<file path="src/rtl/div_seq_ctrl_if.sv">
// Operator/divider/display bundle for the divide sequencer.
// Latency: none, this is wiring only.
// Backpressure: div_start_out is held until div_ready_in; the other signals are pulses or levels.
interface div_seq_ctrl_if #(
  parameter int DATA_W = 8
);
  logic              btn_pulse_in;
  logic [3:0]        sw_in;
  logic              div_ready_in;
  logic              div_start_out;
  logic [DATA_W-1:0] div_a_out;
  logic [DATA_W-1:0] div_b_out;
  logic              div_valid_in;
  logic [DATA_W-1:0] div_q_in;
  logic [DATA_W-1:0] div_r_in;
  logic [31:0]       disp_data_out;
  logic [7:0]        disp_mask_out;
  logic              valid_out_LED;
  logic              err_out;

  // Sequencer side
  modport master (
    input  btn_pulse_in, sw_in, div_ready_in, div_valid_in, div_q_in, div_r_in,
    output div_start_out, div_a_out, div_b_out, disp_data_out, disp_mask_out,
           valid_out_LED, err_out
  );

  // Environment side: buttons, switches, divider and display
  modport slave (
    output btn_pulse_in, sw_in, div_ready_in, div_valid_in, div_q_in, div_r_in,
    input  div_start_out, div_a_out, div_b_out, disp_data_out, disp_mask_out,
           valid_out_LED, err_out
  );
endinterface

</file>
<file path="src/rtl/div_seq_ctrl.sv">
// Operator sequencer: nibble entry of A/B, one divide launch, result capture, hex display.
// Latency: every output is a Moore decode of state, so it updates one cycle after the triggering edge.
// Backpressure: start is held with stable A/B until div_ready_in; button pulses are dropped in ISSUE/WAIT.
module div_seq_ctrl #(
  parameter int DATA_W  = 8,
  parameter int TIMEOUT = 64
) (
  input  logic          clk,
  input  logic          rst_n,
  div_seq_ctrl_if.master bus
);
  localparam int             NIBS     = DATA_W / 4;
  localparam int             TW       = $clog2(TIMEOUT + 1);
  localparam logic [1:0]     CNT_LAST = 2'(NIBS - 1);
  localparam logic [TW-1:0]  T_LAST   = TW'(TIMEOUT - 1);
  // A sits in the most significant used digits, B just below it
  localparam logic [7:0]     MASK_A   = 8'(((1 << NIBS) - 1) << (3 * NIBS));
  localparam logic [7:0]     MASK_B   = 8'(((1 << NIBS) - 1) << (2 * NIBS));

  typedef enum logic [2:0] {
    S_LOAD_A,
    S_LOAD_B,
    S_ISSUE,
    S_WAIT,
    S_SHOW,
    S_ERR
  } state_t;

  state_t            r_state, w_state_nxt;
  logic [DATA_W-1:0] r_a, r_b, r_q, r_r;
  logic [DATA_W-1:0] w_a_nxt, w_b_nxt, w_q_nxt, w_r_nxt;
  logic [1:0]        r_cnt, w_cnt_nxt;
  logic [TW-1:0]     r_timer, w_timer_nxt;
  logic [DATA_W-1:0] w_a_shift, w_b_shift;

  // New nibble enters at the bottom; the top nibble falls off (whole word when DATA_W=4)
  assign w_a_shift = DATA_W'({r_a, bus.sw_in});
  assign w_b_shift = DATA_W'({r_b, bus.sw_in});

  // State and operand/result registers
  always_ff @(posedge clk or negedge rst_n) begin
    if (!rst_n) begin
      r_state <= S_LOAD_A;
      r_a     <= '0;
      r_b     <= '0;
      r_q     <= '0;
      r_r     <= '0;
      r_cnt   <= '0;
      r_timer <= '0;
    end else begin
      r_state <= w_state_nxt;
      r_a     <= w_a_nxt;
      r_b     <= w_b_nxt;
      r_q     <= w_q_nxt;
      r_r     <= w_r_nxt;
      r_cnt   <= w_cnt_nxt;
      r_timer <= w_timer_nxt;
    end
  end

  // Next-state and register updates; anything not handled in a state holds
  always_comb begin
    w_state_nxt = r_state;
    w_a_nxt     = r_a;
    w_b_nxt     = r_b;
    w_q_nxt     = r_q;
    w_r_nxt     = r_r;
    w_cnt_nxt   = r_cnt;
    w_timer_nxt = r_timer;
    case (r_state)
      S_LOAD_A: begin
        if (bus.btn_pulse_in) begin
          w_a_nxt = w_a_shift;
          if (r_cnt == CNT_LAST) begin
            w_cnt_nxt   = '0;
            w_state_nxt = S_LOAD_B;
          end else begin
            w_cnt_nxt = r_cnt + 2'd1;
          end
        end
      end
      S_LOAD_B: begin
        if (bus.btn_pulse_in) begin
          w_b_nxt = w_b_shift;
          if (r_cnt == CNT_LAST) begin
            w_cnt_nxt   = '0;
            // Zero divisor never reaches the divider
            w_state_nxt = (w_b_shift == '0) ? S_ERR : S_ISSUE;
          end else begin
            w_cnt_nxt = r_cnt + 2'd1;
          end
        end
      end
      S_ISSUE: begin
        if (bus.div_ready_in) begin
          w_timer_nxt = '0;
          w_state_nxt = S_WAIT;
        end
      end
      S_WAIT: begin
        // A result landing on the expiry cycle still counts
        if (bus.div_valid_in) begin
          w_q_nxt     = bus.div_q_in;
          w_r_nxt     = bus.div_r_in;
          w_state_nxt = S_SHOW;
        end else if (r_timer == T_LAST) begin
          w_state_nxt = S_ERR;
        end else begin
          w_timer_nxt = r_timer + 1'b1;
        end
      end
      S_SHOW, S_ERR: begin
        if (bus.btn_pulse_in) begin
          w_a_nxt     = '0;
          w_b_nxt     = '0;
          w_q_nxt     = '0;
          w_r_nxt     = '0;
          w_cnt_nxt   = '0;
          w_state_nxt = S_LOAD_A;
        end
      end
      default: w_state_nxt = S_LOAD_A;
    endcase
  end

  // Moore output decode from registered state
  always_comb begin
    bus.div_start_out = (r_state == S_ISSUE);
    bus.div_a_out     = r_a;
    bus.div_b_out     = r_b;
    bus.valid_out_LED = (r_state == S_SHOW);
    bus.err_out       = (r_state == S_ERR);
    bus.disp_data_out = 32'({r_a, r_b, r_q, r_r});
    bus.disp_mask_out = 8'h00;
    case (r_state)
      S_LOAD_A:                  bus.disp_mask_out = (r_cnt != 2'd0) ? MASK_A : 8'h00;
      S_LOAD_B, S_ISSUE, S_WAIT: bus.disp_mask_out = MASK_A | MASK_B;
      S_SHOW:                    bus.disp_mask_out = 8'hFF;
      S_ERR: begin
        bus.disp_mask_out = 8'hFF;
        bus.disp_data_out = 32'hEEEE_EEEE;
      end
      default:                   bus.disp_mask_out = 8'h00;
    endcase
  end
endmodule

</file>
<file path="src/flat_wrapper.sv">
// flat-port wrapper written by rule: the top's interface ports become plain ports
module div_seq_ctrl_flat 
#(
  parameter int DATA_W  = 8,
  parameter int TIMEOUT = 64
)
  (clk, rst_n, bus_btn_pulse_in, bus_sw_in, bus_div_ready_in, bus_div_valid_in, bus_div_q_in, bus_div_r_in, bus_div_start_out, bus_div_a_out, bus_div_b_out, bus_disp_data_out, bus_disp_mask_out, bus_valid_out_LED, bus_err_out);
  div_seq_ctrl_if #(.DATA_W(DATA_W)) bus_i ();
  input  logic clk;
  input  logic rst_n;
  input wire logic [$bits(bus_i.btn_pulse_in)-1:0] bus_btn_pulse_in;
  input wire logic [$bits(bus_i.sw_in)-1:0] bus_sw_in;
  input wire logic [$bits(bus_i.div_ready_in)-1:0] bus_div_ready_in;
  input wire logic [$bits(bus_i.div_valid_in)-1:0] bus_div_valid_in;
  input wire logic [$bits(bus_i.div_q_in)-1:0] bus_div_q_in;
  input wire logic [$bits(bus_i.div_r_in)-1:0] bus_div_r_in;
  output wire logic [$bits(bus_i.div_start_out)-1:0] bus_div_start_out;
  output wire logic [$bits(bus_i.div_a_out)-1:0] bus_div_a_out;
  output wire logic [$bits(bus_i.div_b_out)-1:0] bus_div_b_out;
  output wire logic [$bits(bus_i.disp_data_out)-1:0] bus_disp_data_out;
  output wire logic [$bits(bus_i.disp_mask_out)-1:0] bus_disp_mask_out;
  output wire logic [$bits(bus_i.valid_out_LED)-1:0] bus_valid_out_LED;
  output wire logic [$bits(bus_i.err_out)-1:0] bus_err_out;
  assign bus_i.btn_pulse_in = bus_btn_pulse_in;
  assign bus_i.sw_in = bus_sw_in;
  assign bus_i.div_ready_in = bus_div_ready_in;
  assign bus_i.div_valid_in = bus_div_valid_in;
  assign bus_i.div_q_in = bus_div_q_in;
  assign bus_i.div_r_in = bus_div_r_in;
  assign bus_div_start_out = bus_i.div_start_out;
  assign bus_div_a_out = bus_i.div_a_out;
  assign bus_div_b_out = bus_i.div_b_out;
  assign bus_disp_data_out = bus_i.disp_data_out;
  assign bus_disp_mask_out = bus_i.disp_mask_out;
  assign bus_valid_out_LED = bus_i.valid_out_LED;
  assign bus_err_out = bus_i.err_out;
  div_seq_ctrl #(.DATA_W(DATA_W), .TIMEOUT(TIMEOUT)) u_core (.clk(clk), .rst_n(rst_n), .bus(bus_i));
endmodule
</file>
<file path="config.mk">
export PLATFORM = sky130hd
export DESIGN_NAME = div_seq_ctrl_flat
export DESIGN_NICKNAME = d
export VERILOG_FILES = /design/src/rtl/div_seq_ctrl_if.sv /design/src/rtl/div_seq_ctrl.sv /design/src/flat_wrapper.sv
export SDC_FILE = /design/constraint.sdc
export NUM_CORES = 1
export LEC_CHECK = 0
export CAP_MARGIN = 20
export CORE_MARGIN = 2
export CORE_UTILIZATION = 62
export DETAILED_ROUTE_END_ITERATION = 8
export DONT_BUFFER_PORTS = 1
export GPL_TIMING_DRIVEN = 0
export PLACE_DENSITY = 0.82
export SYNTH_ARGS = -nofsm -noshare
export SYNTH_HDL_FRONTEND = slang
export SYNTH_SLANG_ARGS = --single-unit
</file>
<file path="constraint.sdc">
create_clock -name clk -period 2 [get_ports clk]
set_input_delay 0.4 -clock clk [delete_from_list [all_inputs] [get_ports clk]]
set_output_delay 0.4 -clock clk [all_outputs]
set_load 0.005 [all_outputs]
</file>
==> results.toml <==
[setup_path]
critPathBufInv = 2
critPathLaunchType = "flop"
max_stage_delay_ns = 0.44
endpoint_kind = "output pin"
crit_chain = "buf_2 > nor2_1 > a22oi_1 > buf_4"
rr_startpoint = "u_core.r_timer[0]$_DFFE_PN0P_"
required_ns = 1.60
reg2reg_depth = 5
cp_data_arrival_time_ns = 1.52
timing.reg2reg.setup_slack_ns = 0.32
crit_path_max_fanout = 10
timing.setup.critical_path_class = "reg -> out"
worst_path_dominant_cell_family = "flip-flops"
end_of_the_worst_register_to_register_path = "u_core.r_state[0]$_DFFE_PN0P_"
cpMaxStageDelayCell = "dfrtp_2"

[yosys]
yosysUniqueCellTypes = 43
synth-compound-area-share_pct = 18.7
avgSynthCellArea_um2 = 9.94
synthesis.nets = 246
synth-async-reset-ratio_pct = 100
synth.cell_area_um2 = 2190
netlist_instances = 220
seq_area_frac_synth_pct = 50.3
synthesized_area_fraction_occupied_by_and_or_nand_nor_cells_pct = 23.4
ys.warnings.count = 0
post_synth_fa_ha_maj_area_fraction_pct = 0.572
synth_seq_cells = 44
yosys.area_share.xor_xnor_pct = 0
synth_top_family_by_area = "simple AND/OR/NAND/NOR gates"
synth_flop_cell = "dfrtp_1"
synth_enable_flop_cells = 0
post_synth_mux_area_share_pct = 1.49

[sta]
holdWs_ns = 0.121
post-route-period-util_pct = 95.9
max_slew.worst_pin.slew_ns = 0.451
unrepaired_setup_endpoints_after_global_routing = "true"
final.setup_skew_ns = 0.00492
max-slew-margin-rel_pct = 69.9
top_achievable_clock_speed_mhz = 521
final-setup-viol-count = 0
report.final.slew_viol_count = 0
final_min_period_ns = 1.92
timing.final.hold_violations = 0
fin_setup_tns_ns = 0

[global_routing]
antenna_found_initial = 0
grt_util_met2_pct = 43.0
grt.met3_usage_pct = 5.71
gr-total-overflow = 0
via_count_of_the_first_global_routing_pass = 1552
grt_first_pass_wirelength_um = 7640
gr-usage-met1_pct = 30.0
grt_usage_pct = 24.5
busiest_layer_in_global_routing = "met2"
grt_max_degree = 45

[die]
initial_core_util_pct = 65.0
design.die.area_um2 = 4020
io_pins = 84
fp.coreArea_um2 = 3360
rows = 21
fp.dieH_um = 63.4
die_width_um = 63.4

[layout]
layout-area-overhead-vs-synth_pct = 7.72
nets = 255
final_common_cell = "dfrtp_1"
layout_common_cells = "dfrtp_1, nand2_1, nand2b_1, o21ai_1, a22o_1"
antenna-diode-count = 0
final_layout_size_suffix_gt1_share_pct = 17.0

[worst_hold_path]
worstHoldStart = "bus_btn_pulse_in"
min-delay-path-class = "in -> reg"
worst_hold_path.num_cells = 1
worstHoldEndpoint = "u_core.r_state[2]$_DFFE_PN0P_"

[flow_run]
maxcap_violations = 0

[clock_tree]
cts_num_sinks = 44
clock_tree_from_tritoncts = "yes"
clock_tree.htree_level_count = 2
worstSkewPairLatency_ns = 0.35
clk_path_buf_depth = 2
clock_transition_at_the_registers_of_the_reported_paths_ns = 0.12
clock-root-buffer = "clkbuf_4"
cts_inserted_buffers = 5

[power]
power.internal_mw = 2.10
power_frac_clock_pct = 12.5
share_comb_of_total_power_pct = 44.4
switching_power_mw = 1.47
seq_power_share_pct = 43.1
power-per-cell-area_nw_per_um2 = 1510
netSwitchingFraction_pct = 41.1
irDropWorstVdd_mv = 0.838
p_leak_nw = 1.16

[routing]
vias = 1672
route.detailed.vias_per_inst = 6.06
remaining_drc_errors = 0
detail_route.wirelength_um = 4750
drtAntennaViolNets = 0
wl_per_cell_um = 17.2
drt-pass1-iter-count = 4
first_iter_violations = 88

[run_status]
run_status = "complete, no violations"

[place]
io_buffers = 0
gpl.final_weighted_congestion = 0.842
place_hpwl_um = 3440
==> flip-flops by register name, indices dropped and copies added (netlist names) <==
name and cells:
u_core.bus.div_b_out 8, u_core.r_state 3, u_core.r_timer 7, u_core.bus.div_a_out 8
u_core.r_q 8, u_core.r_cnt 2, u_core.r_r 8
==> worst reg2reg max path: cells and delay by family (launching register included) <==
family                     cells  cell delay [ns]
AOI/OAI and AO/OA              2             0.40
adders and majority gates      1             0.24
DFF                            1             0.41
muxes                          1             0.33
and+or+nand+nor                1             0.18
==> cells by family after synthesis <==
family / Yosys count
AND/OR/NAND/NOR: 95
adder cells (fa/ha/maj): 1
AO/OA/AOI/OAI: 57
buffers and inverters: 20
flip-flops: 44
multiplexers: 3
==> area by class of cell <==
| class | instances | area, um2 |
|---|---|---|
| Buffer | 17 | 114 |
| Clock buffer | 6 | 51.3 |
| Clock inverter | 2 | 10.0 |
| Fill cell | 259 | 1010 |
| Inverter | 3 | 13.8 |
| Multi-Input combinational cell | 156 | 976 |
| Sequential cell | 44 | 1100 |
| Tap cell | 46 | 57.6 |
| Timing Repair Buffer | 2 | 30.0 |
==> routing by layer <==
metal  wire length [um]  up-vias
li1                   -      783
met1               1970      820
met2               2430       62
met3                293        7
met4                 58        0
met5                  0        -
==> through the flow <==
stage	power, mW	setup WS (ns)	utilization [%]	instances	instance area [um2]
floorplan	2.74	0.449	-	220	2190
finish	3.56	0.0820	70.1	276	2360
CTS	3.57	0.0132	69.9	276	2350
global placement	3.01	0.266	66.7	266	2240
global route	3.84	-0.00535	70.1	276	2360
detailed placement	3.07	0.240	66.7	266	2240
==> timing repair <==
action,4_1_cts,5_1_grt
hold buffers,2,0
setup buffers,0,0
hold endpoints to repair,44,0
setup endpoints to repair,30,28
resized for setup,5,3
==> power groups by stage <==
stage / Combinational [mW] / Clock, mW / Sequential [mW]
2_1_floorplan: 1.29 / 0 / 1.45
3_3_place_gp: 1.49 / 0 / 1.51
3_5_place_dp: 1.53 / 0 / 1.54
4_1_cts: 1.59 / 0.454 / 1.53
5_1_grt: 1.77 / 0.497 / 1.58
6_report: 1.58 / 0.445 / 1.53
==> Yosys cell counts, types with 3 or more instances <==
cell      instances  area [um2]
a21oi_1           5        25.0
a22o_1           16         140
a31oi_1           3        18.8
and2_1           10        62.6
buf_2             9        45.0
buf_4             5        37.5
dfrtp_1          44        1100
nand2_1          33         124
nand2b_1         30         188
nor2_1            6        22.5
nor3_1            3        15.0
o21ai_0           3        15.0
o21ai_1          16        80.1
==> how the worst max path moves through the flow <==
stage,start,end,slack [ns],cells past startpoint
after floorplan,u_core.r_state[1]$_DFFE_PN0P_,bus_disp_data_out[0],0.45,5
after global placement,u_core.r_state[1]$_DFFE_PN0P_,bus_disp_data_out[4],0.27,5
after detailed placement,u_core.r_state[1]$_DFFE_PN0P_,bus_disp_data_out[8],0.24,5
after CTS,u_core.r_state[2]$_DFFE_PN0P_,bus_disp_mask_out[7],0.01,4
after global routing,u_core.r_state[2]$_DFFE_PN0P_,bus_disp_mask_out[5],-0.005,4
final,u_core.r_state[2]$_DFFE_PN0P_,bus_disp_mask_out[7],0.08,4
Power figures use the tool's default switching activity.
